File: src/rtl/hex_disp_pkg.sv
// Shared types, widths and the switch-to-display word rule for the hex display
// control front-end.
package hex_disp_pkg;

  localparam int SW_W   = 10;
  localparam int DISP_W = 16;

  typedef enum logic {
    MODE_BIN  = 1'b0,
    MODE_TWOS = 1'b1
  } mode_e;

  typedef enum logic [1:0] {
    DB_IDLE         = 2'd0,
    DB_PRESS_WAIT   = 2'd1,
    DB_HELD         = 2'd2,
    DB_RELEASE_WAIT = 2'd3
  } db_state_e;

  // Sign-extend before negating so that the most negative switch value (0x200)
  // maps to +512 instead of wrapping back to itself.
  function automatic logic [DISP_W-1:0] to_display(input logic [SW_W-1:0] value,
                                                   input mode_e mode);
    logic [DISP_W-1:0] ext;
    ext = {{(DISP_W-SW_W){value[SW_W-1]}}, value};
    if (mode == MODE_TWOS) begin
      to_display = ~ext + DISP_W'(1);
    end else begin
      to_display = {{(DISP_W-SW_W){1'b0}}, value};
    end
  endfunction

endpackage

File: src/rtl/key_debouncer.sv
// Synchronises and debounces the active-low KEY0 button; emits one press_pulse
// per accepted press.
module key_debouncer
  import hex_disp_pkg::*;
#(
  parameter int DEBOUNCE_CYCLES = 500000
) (
  input  logic clk,
  input  logic rst,
  input  logic key0_n,
  output logic press_pulse
);

  localparam int CNT_W = $clog2(DEBOUNCE_CYCLES);
  localparam logic [CNT_W-1:0] CNT_MAX = CNT_W'(DEBOUNCE_CYCLES - 1);

  logic             key_meta_r;
  logic             key_sync_r;
  logic [1:0]       fill_r;
  logic             armed_r;
  logic [CNT_W-1:0] cnt_r;
  db_state_e        state_r;

  // Synchroniser, debounce counter and press/release state machine.
  // A key already held at reset must be seen released (debounced) before a press
  // is accepted; fill_r masks the synchroniser's reset values while it refills.
  always_ff @(posedge clk) begin
    if (rst) begin
      key_meta_r  <= 1'b1;
      key_sync_r  <= 1'b1;
      fill_r      <= 2'b00;
      armed_r     <= 1'b0;
      cnt_r       <= '0;
      state_r     <= DB_IDLE;
      press_pulse <= 1'b0;
    end else begin
      key_meta_r  <= key0_n;
      key_sync_r  <= key_meta_r;
      fill_r      <= {fill_r[0], 1'b1};
      press_pulse <= 1'b0;
      case (state_r)
        DB_IDLE: begin
          if (key_sync_r) begin
            if (!armed_r && fill_r[1]) begin
              if (cnt_r == CNT_MAX) begin
                armed_r <= 1'b1;
              end else begin
                cnt_r <= cnt_r + CNT_W'(1);
              end
            end
          end else begin
            cnt_r <= '0;
            if (armed_r) begin
              state_r <= DB_PRESS_WAIT;
            end
          end
        end
        DB_PRESS_WAIT: begin
          if (key_sync_r) begin
            state_r <= DB_IDLE;
            cnt_r   <= '0;
          end else if (cnt_r == CNT_MAX) begin
            state_r     <= DB_HELD;
            cnt_r       <= '0;
            press_pulse <= 1'b1;
          end else begin
            cnt_r <= cnt_r + CNT_W'(1);
          end
        end
        DB_HELD: begin
          cnt_r <= '0;
          if (key_sync_r) begin
            state_r <= DB_RELEASE_WAIT;
          end
        end
        DB_RELEASE_WAIT: begin
          if (!key_sync_r) begin
            state_r <= DB_HELD;
            cnt_r   <= '0;
          end else if (cnt_r == CNT_MAX) begin
            state_r <= DB_IDLE;
            cnt_r   <= '0;
            armed_r <= 1'b1;
          end else begin
            cnt_r <= cnt_r + CNT_W'(1);
          end
        end
        default: begin
          state_r <= DB_IDLE;
          cnt_r   <= '0;
        end
      endcase
    end
  end

endmodule

File: src/rtl/hex_display_ctrl.sv
// Switch settle, mode register and valid/ready publication of the 16-bit display
// word toward the 7-segment encoder stage.
module hex_display_ctrl
  import hex_disp_pkg::*;
#(
  parameter int DEBOUNCE_CYCLES = 500000,
  parameter int SETTLE_CYCLES   = 500000
) (
  input  logic              clk,
  input  logic              rst,
  input  logic [SW_W-1:0]   sw,
  input  logic              key0_n,
  output logic [SW_W-1:0]   ledr,
  output logic              mode,
  output logic [DISP_W-1:0] disp_data,
  output logic              disp_valid,
  input  logic              disp_ready
);

  localparam int SET_W = $clog2(SETTLE_CYCLES);
  localparam logic [SET_W-1:0] SET_MAX = SET_W'(SETTLE_CYCLES - 1);
  localparam logic [SET_W-1:0] SET_PRE = SET_W'(SETTLE_CYCLES - 2);

  logic [SW_W-1:0]  sw_meta_r;
  logic [SW_W-1:0]  sw_sync_r;
  logic [SW_W-1:0]  cand_r;
  logic [SET_W-1:0] settle_cnt_r;
  logic             hit_r;
  logic             init_pend_r;
  mode_e            mode_r;

  logic             press_pulse_s;
  logic             sw_upd_s;
  logic             strobe_s;
  logic [SW_W-1:0]  value_s;
  mode_e            mode_nxt_s;

  key_debouncer #(
    .DEBOUNCE_CYCLES(DEBOUNCE_CYCLES)
  ) u_key_debouncer (
    .clk        (clk),
    .rst        (rst),
    .key0_n     (key0_n),
    .press_pulse(press_pulse_s)
  );

  // Switch synchroniser and settle counter; hit_r pulses once when the counter
  // first reaches its saturation value.
  always_ff @(posedge clk) begin
    if (rst) begin
      sw_meta_r    <= '0;
      sw_sync_r    <= '0;
      cand_r       <= '0;
      settle_cnt_r <= '0;
      hit_r        <= 1'b0;
    end else begin
      sw_meta_r <= sw;
      sw_sync_r <= sw_meta_r;
      if (sw_sync_r != cand_r) begin
        cand_r       <= sw_sync_r;
        settle_cnt_r <= '0;
        hit_r        <= 1'b0;
      end else begin
        hit_r <= (settle_cnt_r == SET_PRE);
        if (settle_cnt_r != SET_MAX) begin
          settle_cnt_r <= settle_cnt_r + SET_W'(1);
        end
      end
    end
  end

  assign sw_upd_s = hit_r && ((cand_r != ledr) || init_pend_r);
  assign strobe_s = sw_upd_s || press_pulse_s;

  // Settled value and post-toggle mode feeding the next published word.
  always_comb begin
    value_s    = ledr;
    mode_nxt_s = mode_r;
    if (sw_upd_s) begin
      value_s = cand_r;
    end else begin
      value_s = ledr;
    end
    if (press_pulse_s) begin
      mode_nxt_s = (mode_r == MODE_BIN) ? MODE_TWOS : MODE_BIN;
    end else begin
      mode_nxt_s = mode_r;
    end
  end

  // Output registers and handshake: a new strobe always overwrites, a transfer
  // clears valid only when nothing new arrives in the same cycle.
  always_ff @(posedge clk) begin
    if (rst) begin
      mode_r      <= MODE_BIN;
      ledr        <= '0;
      disp_data   <= '0;
      disp_valid  <= 1'b0;
      init_pend_r <= 1'b1;
    end else begin
      mode_r <= mode_nxt_s;
      if (strobe_s) begin
        ledr        <= value_s;
        disp_data   <= to_display(value_s, mode_nxt_s);
        disp_valid  <= 1'b1;
        init_pend_r <= 1'b0;
      end else if (disp_ready) begin
        disp_valid <= 1'b0;
      end
    end
  end

  assign mode = mode_r;

endmodule

File: config.mk
export PLATFORM = sky130hd
export DESIGN_NAME = hex_display_ctrl
export DESIGN_NICKNAME = d
export VERILOG_FILES = /design/src/rtl/hex_disp_pkg.sv /design/src/rtl/key_debouncer.sv /design/src/rtl/hex_display_ctrl.sv
export SDC_FILE = /design/constraint.sdc
export NUM_CORES = 1
export LEC_CHECK = 0
export ABC_CLOCK_PERIOD_IN_PS = 5500
export CAP_MARGIN = 20
export CORE_MARGIN = 4
export CORE_UTILIZATION = 55
export DETAILED_ROUTE_END_ITERATION = 8
export GPL_TIMING_DRIVEN = 0
export MAX_ROUTING_LAYER = met4
export PLACE_DENSITY = 0.77
export SLEW_MARGIN = 30
export SYNTH_ARGS = -nofsm -noshare
export SYNTH_HDL_FRONTEND = slang
export SYNTH_SLANG_ARGS = --single-unit
File: constraint.sdc
create_clock -name clk -period 5.5 [get_ports clk]
set_input_delay 1.1 -clock clk [delete_from_list [all_inputs] [get_ports clk]]
set_output_delay 1.1 -clock clk [all_outputs]
set_load 0.02 [all_outputs]
==> metrics.md, run 1 <==
| Metric | Value |
|---|---|
| Die Ht | `99.8 µm` |
| Worst hold stages | `1` |
| Worst R2R Path Depth | `8` |
| Iter 0 DRT Violations | `between 200 and 250` |
| Clock power frac | `a little under two fifths` |
| EDFF count, synth | `0` |
| Reg-to-reg critical path endpoint | `disp_data[8]$_SDFFE_PP0P_` |
| Full die area | `0.00995 mm²` |
| Routability cong. | `around 0.95` |
| Worst Max-Slew Pin Slew | `around 0.73 ns` |
| Setup TNS | `0 ns` |
| Vias post-DR | `3828` |
| Slew headroom | `51.1%` |
| Detail Route Antenna Nets | `0` |
| Max-slew violations | `0` |
| IO Count | `42` |
| Initial antenna violation count | `0` |
| Hpwl dp | `7.27 mm` |
| Switching share of power | `26.1%` |
| Critical path class | `input pin to register` |
| Setup Buffers After CTS | `0` |
| Sequential power share | `about 60%` |
| Clock Latency Late Sink | `0.39 ns` |
| GRT Total Usage | `a little over a fifth` |
| Mapped Nets | `544` |
| Clk slew on worst S/H paths | `0.11 ns` |
| CTS tree | `yes` |
| Top Usage Layer GRT | `met2` |
| FP Rows | `33` |
| Hold path endpoint | `u_key_debouncer.key_sync_r$_SDFF_PP1_` |
| Core region area | `0.00822 mm²` |
| CTS Root Cell | `clkbuf_8` |
| P_sw | `0.348 mW` |
| Endpoint class of the critical path | `register` |
| PostCTS Resize Cnt | `0` |
| Clock Sinks | `roughly 110` |
| Hold Crit Class | `register to register` |
| RSZ-0062 raised after global routing | `false` |
| Remaining DRCs | `0` |
| Flop2flop setup slack | `between 2 and 3 ns` |
| DIE WIDTH | `99.8 µm` |
| Vias in the first global route | `approximately 3700` |
| Critical Path Source Type | `input pin` |
| Area delta synth->final | `16.2%` |
| Hold bufs inserted after CTS | `0` |
| H-tree depth | `3` |
| CP required | `5.75 ns` |
| #FFs+latches synth | `105` |
| Diode count | `0` |
| Peak supply drop | `~0.00022 V` |
| Wire length per cell | `approximately 14 µm` |
| Achievable Freq | `about 360 MHz` |
| Power Density | `248 mW/mm²` |
| Layout cells sized above 1 | `4.80%` |
| Largest net degree at the start of global routing | `23` |
| CTS max path bufs | `2` |
| Worst path arrival time | `3.03 ns` |
| Met2 usage | `34.7%` |
| Asr flop ratio synth | `0%` |
| Gate power share | `under 10%` |
| Met1 Usage GRT | `26.1%` |
| Number of library cell types mapped by synthesis | `56` |
| Ys flop type | `dfxtp_1` |
| Final hold vios | `0` |
| Met3 usage | `5.28%` |
| Sequential area share after synthesis | `45.4%` |
| Final wirelength | `9.82 mm` |
| Initial core utilization | `56.4%` |
| Nets | `596` |
| Total of max-cap violations | `0` |
| Overflow after GRT | `0` |
| Leak pwr | `between 1.5 and 2 nW` |
| Run status | `complete, no violations` |
| IO Port Bufs | `just over 40` |
| Dpl cells | `672` |
| Mapped Cells | `526` |
| Min-Delay Startpoint | `u_key_debouncer.key_meta_r$_SDFF_PP1_` |
| Period utilisation layout | `50.5%` |
| First-pass GRT wire length | `16.7 mm` |
| Min Tclk post-route | `2.78 ns` |
| Drt pass-1 iters | `5` |
| Clk_skew | `just under 0.02 ns` |
| Non-filler cells, final | `688` |
| Cts bufs inserted | `9` |
| Worst-path fanout max | `10` |
| Power Internal | `0.986 mW` |
| Worst reg2reg startpoint | `hit_r$_SDFF_PP0_` |
| Cell Area, Synth | `0.00463 mm²` |
| Via/cell ratio | `5.56` |
| Synth warn | `0` |
| Syn Area/Cell | `8.81 µm²` |
| Setup violations, final | `0` |
sequential cells by signal (all words and copies together) (netlist names), named ones only:
signal,count
u_key_debouncer.cnt_r,19
u_key_debouncer.press_pulse,1
u_key_debouncer.fill_r,2
disp_valid,1
mode,1
ledr,10
hit_r,1
disp_data,15
init_pend_r,1
settle_cnt_r,19
u_key_debouncer.state_r,1
sw_sync_r,10
cand_r,10
u_key_debouncer.armed_r,1
u_key_debouncer.key_sync_r,1
u_key_debouncer.key_meta_r,1
sw_meta_r,10
metrics by stage:
stage | area (µm²) | power (mW) | hold slack (ns) | utilization [%] | setup slack [ns]
after floorplan | 4630 | 0.834 | 0.389 | - | 3.15
after global placement | 5170 | 0.856 | 0.398 | 63.0 | 2.34
after detailed placement | 5170 | 0.858 | 0.405 | 63.0 | 2.29
after CTS | 5380 | 1.35 | 0.436 | 65.5 | 2.70
after global routing | 5380 | 1.39 | 0.443 | 65.5 | 2.57
final | 5380 | 1.33 | 0.426 | 65.5 | 2.72
cell usage after synthesis (all sizes together) (9+ instances only):
| cell type | n | area, µm² |
|---|---|---|
| xor2 | 26 | 228 |
| nand2 | 34 | 128 |
| dfxtp | 105 | 2100 |
| a21oi | 23 | 115 |
| mux2i | 13 | 130 |
| clkbuf | 25 | 93.8 |
| o21ai | 10 | 50.1 |
| nor4 | 9 | 56.3 |
| nor2b | 32 | 200 |
| a31oi | 9 | 56.3 |
| nand3 | 24 | 120 |
| xnor2 | 30 | 263 |
| inv | 11 | 41.3 |
| nor3 | 20 | 100 |
| nor2 | 70 | 263 |
layout make-up:
class                      instances  area, µm²
fill                             692       2840
clock buffer                       9        124
clock inverter                     7       83.8
multi-input combinational        381       2370
inverter                          11       41.3
buffer                            29        116
timing repair buffer              41        410
tap                              105        131
sequential                       105       2100
metal layers:
layer  wire length [µm]  vias to the layer above
li1                   -                     1921
met4                132                        0
met5                  0                        -
met1               4460                     1812
met3                500                       11
met2               4730                       84
kinds of logic after synthesis:
| logic type | share of synthesized area (%) |
|---|---|
| compound gates | 9.75 |
| mux | 3.05 |
| simple gates | 26.7 |
| xor+xnor | 10.6 |
| buf+inv | 3.40 |
| flops | 45.4 |
| fa+ha+maj | 1.08 |
placed cells by master, fill, tap and decap left out, drive strengths merged, types with 13 or more instances in the layout:
cell and instances:
nand2 34, nand3 24, nor2 70, a21oi 23, clkdlybuf4s50 41, dfxtp 105
xor2 26, mux2i 13, nor2b 32, xnor2 30, nor3 20, clkbuf 34
inv 17
how the worst max path moves through the flow:
stage | from | to | cells after the start
after CTS | rst | ledr[9]$_SDFFE_PP0P_ | 5
after floorplan | ledr[2]$_SDFFE_PP0P_ | disp_data[2]$_SDFFE_PP0P_ | 7
after global routing | cand_r[6]$_SDFFE_PP0P_ | disp_data[1]$_SDFFE_PP0P_ | 8
after global placement | rst | ledr[0]$_SDFFE_PP0P_ | 5
final | rst | ledr[9]$_SDFFE_PP0P_ | 5
after detailed placement | rst | ledr[9]$_SDFFE_PP0P_ | 5
power by group through the flow:
stage	clock [mW]	combinational, mW	sequential, mW
floorplan	0	0.0399	0.795
global placement	0	0.0596	0.796
detailed placement	0	0.0608	0.797
CTS	0.505	0.0609	0.780
global route	0.536	0.0681	0.781
finish	0.494	0.0604	0.779
worst max-delay path: stages:
cell	delay (ns)
clkdlybuf4s50_1	0.49
clkbuf_1	0.32
buf_1	0.54
clkbuf_1	0.47
nor2_1	0.10
Note: power is estimated with default switching activity, not from simulation.
==> run 2, diff against run 1 <==
--- a/config.mk
+++ b/config.mk
@@ -5,14 +5,14 @@
 export SDC_FILE = /design/constraint.sdc
 export NUM_CORES = 1
 export LEC_CHECK = 0
-export ABC_CLOCK_PERIOD_IN_PS = 5500
+export ABC_CLOCK_PERIOD_IN_PS = 2500
 export CAP_MARGIN = 20
 export CORE_MARGIN = 4
-export CORE_UTILIZATION = 55
+export CORE_UTILIZATION = 52
 export DETAILED_ROUTE_END_ITERATION = 8
 export GPL_TIMING_DRIVEN = 0
 export MAX_ROUTING_LAYER = met4
-export PLACE_DENSITY = 0.77
+export PLACE_DENSITY = 0.76
 export SLEW_MARGIN = 30
 export SYNTH_ARGS = -nofsm -noshare
 export SYNTH_HDL_FRONTEND = slang
==> constraint.sdc (replaced) <==
create_clock -name clk -period 2.5 [get_ports clk]
set_input_delay 0.5 -clock clk [delete_from_list [all_inputs] [get_ports clk]]
set_output_delay 0.5 -clock clk [all_outputs]
set_load 0.02 [all_outputs]
==> run 2 against run 1 <==
Hold slack lost 0.0012 ns. Flip-flop and latch count is the same. Worst setup slack lost 2.6 ns. Count of clock-buffer cells in the layout is the same.
==> metrics.md, run 2 (synthesis results as in run 1) <==
| Metric | Value |
|---|---|
| Run status | `complete, no violations` |
| Most frequent cells in the layout | `dfxtp_1, nor2_1, clkdlybuf4s50_1` |
| Worst path cell trace | `clkbuf_2, xor2_1, or4_4, o31a_1, buf_4, or2_4, and4_1, a311o_1` |
| Layout cells sized above 1 | `7.22% (+2.4 points)` |
| Routability cong. | `0.929 (-2.6%)` |
| Cts bufs inserted | `9 (unchanged)` |
| Final wirelength | `9.88 mm (+0.58%)` |
| Die Ht | `102 µm (+2.6%)` |
| Full die area | `0.0105 mm² (+5.3%)` |
| Critical Path Source Type | `register` |
| FP Rows | `34 (+3.0%)` |
| Final Cell Area | `0.00543 mm² (+0.81%)` |
| Endpoint class of the critical path | `register` |
| Achievable Freq | `413 MHz` |
| Non-filler cells, final | `690 (+0.29%)` |
| Wire length per cell | `14.3 µm (+0.29%)` |
| GRT Total Usage | `20.1% (-1.1 points)` |
| Hold bufs inserted after CTS | `0 (unchanged)` |
| Clock Sinks | `105 (unchanged)` |
| Instance count on the critical path | `8 (+3)` |
| Power Density | `537 mW/mm² (+120%)` |
| Leak pwr | `1.90 nW (+0.75%)` |
| Worst hold stages | `1 (unchanged)` |
| IO Count | `42 (unchanged)` |
| Iter 0 DRT Violations | `245 (+9.9%)` |
| Clk slew on worst S/H paths | `0.11 ns (about the same)` |
| First-pass GRT wire length | `16.4 mm (-1.9%)` |
| Vias in the first global route | `3539 (-3.4%)` |
| Initial core utilization | `53.4% (-3.0 points)` |
| CTS tree | `yes` |
| # fillers | `737 (+6.5%)` |
| Worst Max-Slew Pin Slew | `0.648 ns (-0.0766 ns)` |
| DIE WIDTH | `102 µm (+2.6%)` |
| CTS Root Cell | `clkbuf_8` |
| Nets | `595 (-0.17%)` |
| CP max stage delay | `0.45 ns (-0.09 ns)` |
| Top delay family on crit path | `simple AND/OR/NAND/NOR gates` |
| Slew headroom | `56.8% (+5.6 points)` |
| Drt pass-1 iters | `5 (unchanged)` |
| Worst path arrival time | `2.69 ns (-0.34 ns)` |
| Largest net degree at the start of global routing | `22 (-4.3%)` |
| Hold Crit Class | `register to register` |
| Setup violations, final | `0 (unchanged)` |
| Remaining DRCs | `0 (unchanged)` |
| Min Tclk post-route | `2.42 ns` |
| Detail Route Antenna Nets | `0 (unchanged)` |
| Clk_skew | `0.0201 ns (+0.000299 ns)` |
| IO Port Bufs | `41 (unchanged)` |
| Worst R2R Path Depth | `8 (unchanged)` |
| Total of max-cap violations | `0 (unchanged)` |
| Diode count | `0 (unchanged)` |
| Worst path bufs/invs | `2 (-2)` |
| Peak supply drop | `0.000305 V (+40%)` |
| Overflow after GRT | `0 (unchanged)` |
| Placed Area | `0.00518 mm² (about the same)` |
| Initial antenna violation count | `0 (unchanged)` |
| Slowest-stage cell, CP | `or4_4` |
| Period utilisation layout | `roughly 97%` |
| Core region area | `0.00868 mm² (+5.6%)` |
| Worst-path fanout max | `10 (unchanged)` |
| Critical path class | `register to register` |
| RSZ-0062 raised after global routing | `false` |
| Max-slew violations | `0 (unchanged)` |
| Via/cell ratio | `5.50 (-1.1%)` |
| Final hold vios | `0 (unchanged)` |
| Area delta synth->final | `17.1%` |
| CP required | `2.76 ns (-2.99 ns)` |
| Commonest non-fill, non-tap cell in the layout | `dfxtp_1` |
| CTS max path bufs | `2 (unchanged)` |
| H-tree depth | `3 (unchanged)` |
| Hpwl dp | `7.15 mm (-1.7%)` |
| Vias post-DR | `3795 (-0.86%)` |
| Dpl cells | `675 (+0.45%)` |
| Clock Latency Late Sink | `0.38 ns (about the same)` |
| Largest regs | `settle_cnt_r: 19 flops, u_key_debouncer.cnt_r: 19 flops, disp_data: 15 flops` |
| Post-layout util | `62.5% (-3.0 points)` |
[run 2: routing by layer]
metal  GRT usage, %  vias to the layer above  wire length, µm
met1           26.2                     1770             4610
li1               -                     1922                -
met5              -                        -                0
met2           31.7                       88             4620
met4           5.25                        0              140
met3           4.37                       15              504
[run 2: stage by stage]
step / hold WS [ns] / total power, mW / setup slack, ns / TNS, ns
CTS: 0.429 / 2.94 / 0.0453 / 0
finish: 0.425 / 2.91 / 0.0768 / 0
global route: 0.440 / 3.03 / 0.00199 / 0
detailed placement: 0.399 / 1.89 / -0.316 / -1.74
floorplan: 0.389 / 1.84 / 0.148 / 0
global placement: 0.398 / 1.88 / -0.229 / -1.10
[run 2: final cells by class]
cell class                      count  area (µm²)  area share [%]
Multi-Input combinational cell    381        2400            44.3
Sequential cell                   105        2110            38.8
Timing Repair Buffer               44         433            7.98
Tap cell                          108         135            2.49
Clock buffer                        9         124            2.28
Buffer                             25         105            1.94
Clock inverter                      7        80.1            1.48
Inverter                           11        41.3           0.761
[run 2: worst paths after layout]
kind	startpoint	end	slack, ns
setup / recovery	cand_r[6]$_SDFFE_PP0P_	disp_data[2]$_SDFFE_PP0P_	0.08
hold / removal	u_key_debouncer.key_meta_r$_SDFF_PP1_	u_key_debouncer.key_sync_r$_SDFF_PP1_	0.43
setup reg to reg	cand_r[6]$_SDFFE_PP0P_	disp_data[2]$_SDFFE_PP0P_	0.08
hold reg to reg	u_key_debouncer.key_meta_r$_SDFF_PP1_	u_key_debouncer.key_sync_r$_SDFF_PP1_	0.43
[run 2: report_power, final]
| part | switching (mW) | total, mW | internal (mW) |
|---|---|---|---|
| clock | 0.664 | 1.06 | 0.400 |
| combinational | 0.0739 | 0.132 | 0.0586 |
| sequential | 0.0185 | 1.72 | 1.70 |
| total | 0.756 | 2.91 | 2.16 |
[run 2: repair_timing]
item                       4_1_cts  5_1_grt
pin swaps                        0        1
resized for setup                4        9
setup endpoints to repair        9       17
buffers inserted                 0        3
==> run 3, diff against run 2 <==
--- a/config.mk
+++ b/config.mk
@@ -7,12 +7,15 @@
 export LEC_CHECK = 0
 export ABC_CLOCK_PERIOD_IN_PS = 2500
 export CAP_MARGIN = 20
+export CELL_PAD_IN_SITES_DETAIL_PLACEMENT = 0
+export CELL_PAD_IN_SITES_GLOBAL_PLACEMENT = 2
 export CORE_MARGIN = 4
-export CORE_UTILIZATION = 52
+export CORE_UTILIZATION = 33
+export CTS_BUF_LIST = sky130_fd_sc_hd__clkbuf_2
 export DETAILED_ROUTE_END_ITERATION = 8
 export GPL_TIMING_DRIVEN = 0
 export MAX_ROUTING_LAYER = met4
-export PLACE_DENSITY = 0.76
+export PLACE_DENSITY_LB_ADDON = 0.1
 export SLEW_MARGIN = 30
 export SYNTH_ARGS = -nofsm -noshare
 export SYNTH_HDL_FRONTEND = slang
==> run 3 against run 2 <==
Worst setup slack improved by 0.022 ns. Total power shrank 7.3%. Critical path depth decreased by 1. Cell area increased by 0.30%. Sequential share of layout area barely moved. Flip-flop and latch count stayed put. Fmax rose by 0.92%. Non-clock buffer count fell by 3. Via count shrank 3.4%. Combinational power about the same. Count of clock-buffer cells in the layout did not move. Critical endpoint is now disp_data[14]$_SDFFE_PP0P_. Largest cell class unchanged. Highest routed layer unchanged.
==> metrics.md, run 3 (synthesis results as in run 1) <==
| Metric | Value |
|---|---|
| Core region area | `0.0138 mm² (+59%)` |
| Detail Route Antenna Nets | `0 (unchanged)` |
| FP Rows | `43 (+26%)` |
| Worst path arrival time | `3.00 ns (+0.31 ns)` |
| Post-layout util | `39.4% (-23 points)` |
| Area occupied by multi-input gates | `0.00241 mm² (+0.52%)` |
| Leak pwr | `1.87 nW (-1.4%)` |
| # fillers | `1442 (+96%)` |
| Min Tclk post-route | `2.40 ns (-0.0220 ns)` |
| Achievable Freq | `416 MHz (+0.92%)` |
| Most frequent cells in the layout | `dfxtp_1, nor2_1, clkdlybuf4s50_1` |
| First-pass GRT wire length | `18.1 mm (+10%)` |
| Vias in the first global route | `3489 (-1.4%)` |
| Nets | `592 (-0.50%)` |
| Hold bufs inserted after CTS | `0 (unchanged)` |
| GRT Total Usage | `14.4% (-5.6 points)` |
| Slew headroom | `61.2% (+4.4 points)` |
| Initial core utilization | `33.5% (-20 points)` |
| CP required | `3.10 ns (+0.34 ns)` |
| Setup TNS | `0 ns (unchanged)` |
| Clk slew on worst S/H paths | `0.33 ns (+0.22 ns)` |
| Vias post-DR | `3665 (-3.4%)` |
| Cts bufs inserted | `9 (unchanged)` |
| IO Port Bufs | `41 (unchanged)` |
| Drt pass-1 iters | `4 (-1)` |
| Setup Buffers After CTS | `0 (unchanged)` |
| Critical Path Source Type | `register` |
| Period utilisation layout | `96.1% (-0.88 points)` |
| Final wirelength | `10.9 mm (+10%)` |
| Clk_skew | `0.0252 ns (+0.00513 ns)` |
| Full die area | `0.0160 mm² (+53%)` |
| Hold Crit Class | `input pin to register` |
| Wire length per cell | `14.3 µm (+0.13%)` |
| Max-slew violations | `0 (unchanged)` |
| Largest regs | `settle_cnt_r: 19 flops, u_key_debouncer.cnt_r: 19 flops, disp_data: 15 flops` |
| Hpwl dp | `7.89 mm (+10%)` |
| CTS tree | `yes` |
| Remaining DRCs | `0 (unchanged)` |
| CTS max path bufs | `2 (unchanged)` |
| Total of max-cap violations | `0 (unchanged)` |
| IO Count | `42 (unchanged)` |
| DIE WIDTH | `126 µm (+24%)` |
| Clock Latency Late Sink | `0.64 ns (+0.26 ns)` |
| CTS Root Cell | `clkbuf_2` |
| Final hold slack | `0.347 ns (-0.0778 ns)` |
| Peak supply drop | `0.000366 V (+20%)` |
| Die Ht | `126 µm (+24%)` |
| Clock Sinks | `105 (unchanged)` |
| Power Density | `496 mW/mm² (-7.6%)` |
| Register area | `0.00211 mm² (+0.36%)` |
| Endpoint class of the critical path | `register` |
| Final Power | `2.70 mW (-7.3%)` |
| Initial antenna violation count | `0 (unchanged)` |
| H-tree depth | `3 (unchanged)` |
| Largest net degree at the start of global routing | `22 (unchanged)` |
| Layout cells sized above 1 | `8.12% (+0.90 points)` |
| Diode count | `0 (unchanged)` |
| Setup violations, final | `0 (unchanged)` |
| Worst-path fanout max | `10 (unchanged)` |
| Iter 0 DRT Violations | `171 (-30%)` |
| Routability cong. | `0.782 (-16%)` |
| Area delta synth->final | `17.5%` |
| Final hold vios | `0 (unchanged)` |
| Worst Max-Slew Pin Slew | `0.580 ns (-0.0685 ns)` |
| Overflow after GRT | `0 (unchanged)` |
| Run status | `complete, no violations` |
| Commonest non-fill, non-tap cell in the layout | `dfxtp_1` |
| Via/cell ratio | `4.83 (-12%)` |
| Critical path class | `register to register` |
-- run 3: changes by cell type in the layout (fill, tap and decap cells not counted), moves of 2 or more --
cell      change
dfxtp_2       +3
clkbuf_2      +9
buf_4         -3
clkinv_4      +2
clkbuf_8      -9
dfxtp_1       -4
-- run 3: final cells by class --
type | instances | share of cell area (%)
Sequential cell | 105 | 38.8
Tap cell | 180 | 4.14
Clock inverter | 7 | 1.59
Inverter | 11 | 0.759
Timing Repair Buffer | 41 | 7.54
Buffer | 25 | 1.95
Multi-Input combinational cell | 381 | 44.4
Clock buffer | 9 | 0.828
-- run 3: path summary, 6_finish.rpt --
path,start,end,slack (ns),cells past startpoint
setup / recovery,cand_r[2]$_SDFFE_PP0P_,disp_data[14]$_SDFFE_PP0P_,0.1,7
hold / removal,sw[9],sw_meta_r[9]$_SDFF_PP0_,0.35,2
hold reg to reg,u_key_debouncer.key_meta_r$_SDFF_PP1_,u_key_debouncer.key_sync_r$_SDFF_PP1_,0.46,1
setup reg to reg,cand_r[2]$_SDFFE_PP0P_,disp_data[14]$_SDFFE_PP0P_,0.1,7
-- run 3: per-layer routing --
| layer | vias up | global-route usage [%] | routed length [µm] |
|---|---|---|---|
| met5 | - | - | 0 |
| met4 | 0 | 3.60 | 110 |
| met3 | 7 | 4.04 | 479 |
| met2 | 59 | 21.5 | 4810 |
| met1 | 1688 | 19.4 | 5480 |
| li1 | 1911 | - | - |
-- run 3: worst max-delay path, cell delays in order (launching register included) --
cell	delay, ns
dfxtp_2	0.44
xor2_1	0.16
or4_4	0.54
o31a_1	0.27
buf_4	0.19
mux2_1	0.32
a221o_1	0.35
nand2_1	0.08
-- run 3: per-stage QoR --
stage	instance area (µm²)	setup WS (ns)	instances
6_report	5440	0.0987	759
3_5_place_dp	5270	-0.378	747
5_1_grt	5440	-0.0124	759
2_1_floorplan	4630	0.148	526
4_1_cts	5410	0.0105	761
3_3_place_gp	5270	-0.377	747
-- run 3: timing repair --
item,in CTS,in global routing
endpoints found under the setup margin,15,31
pin swaps,0,0
resized for setup,5,18
-- run 3: where the power goes --
part,total (mW),leakage [nW],switching (mW),internal (mW)
combinational,0.135,0.940,0.0763,0.0587
clock,0.838,0.0769,0.663,0.175
sequential,1.73,0.856,0.0198,1.71
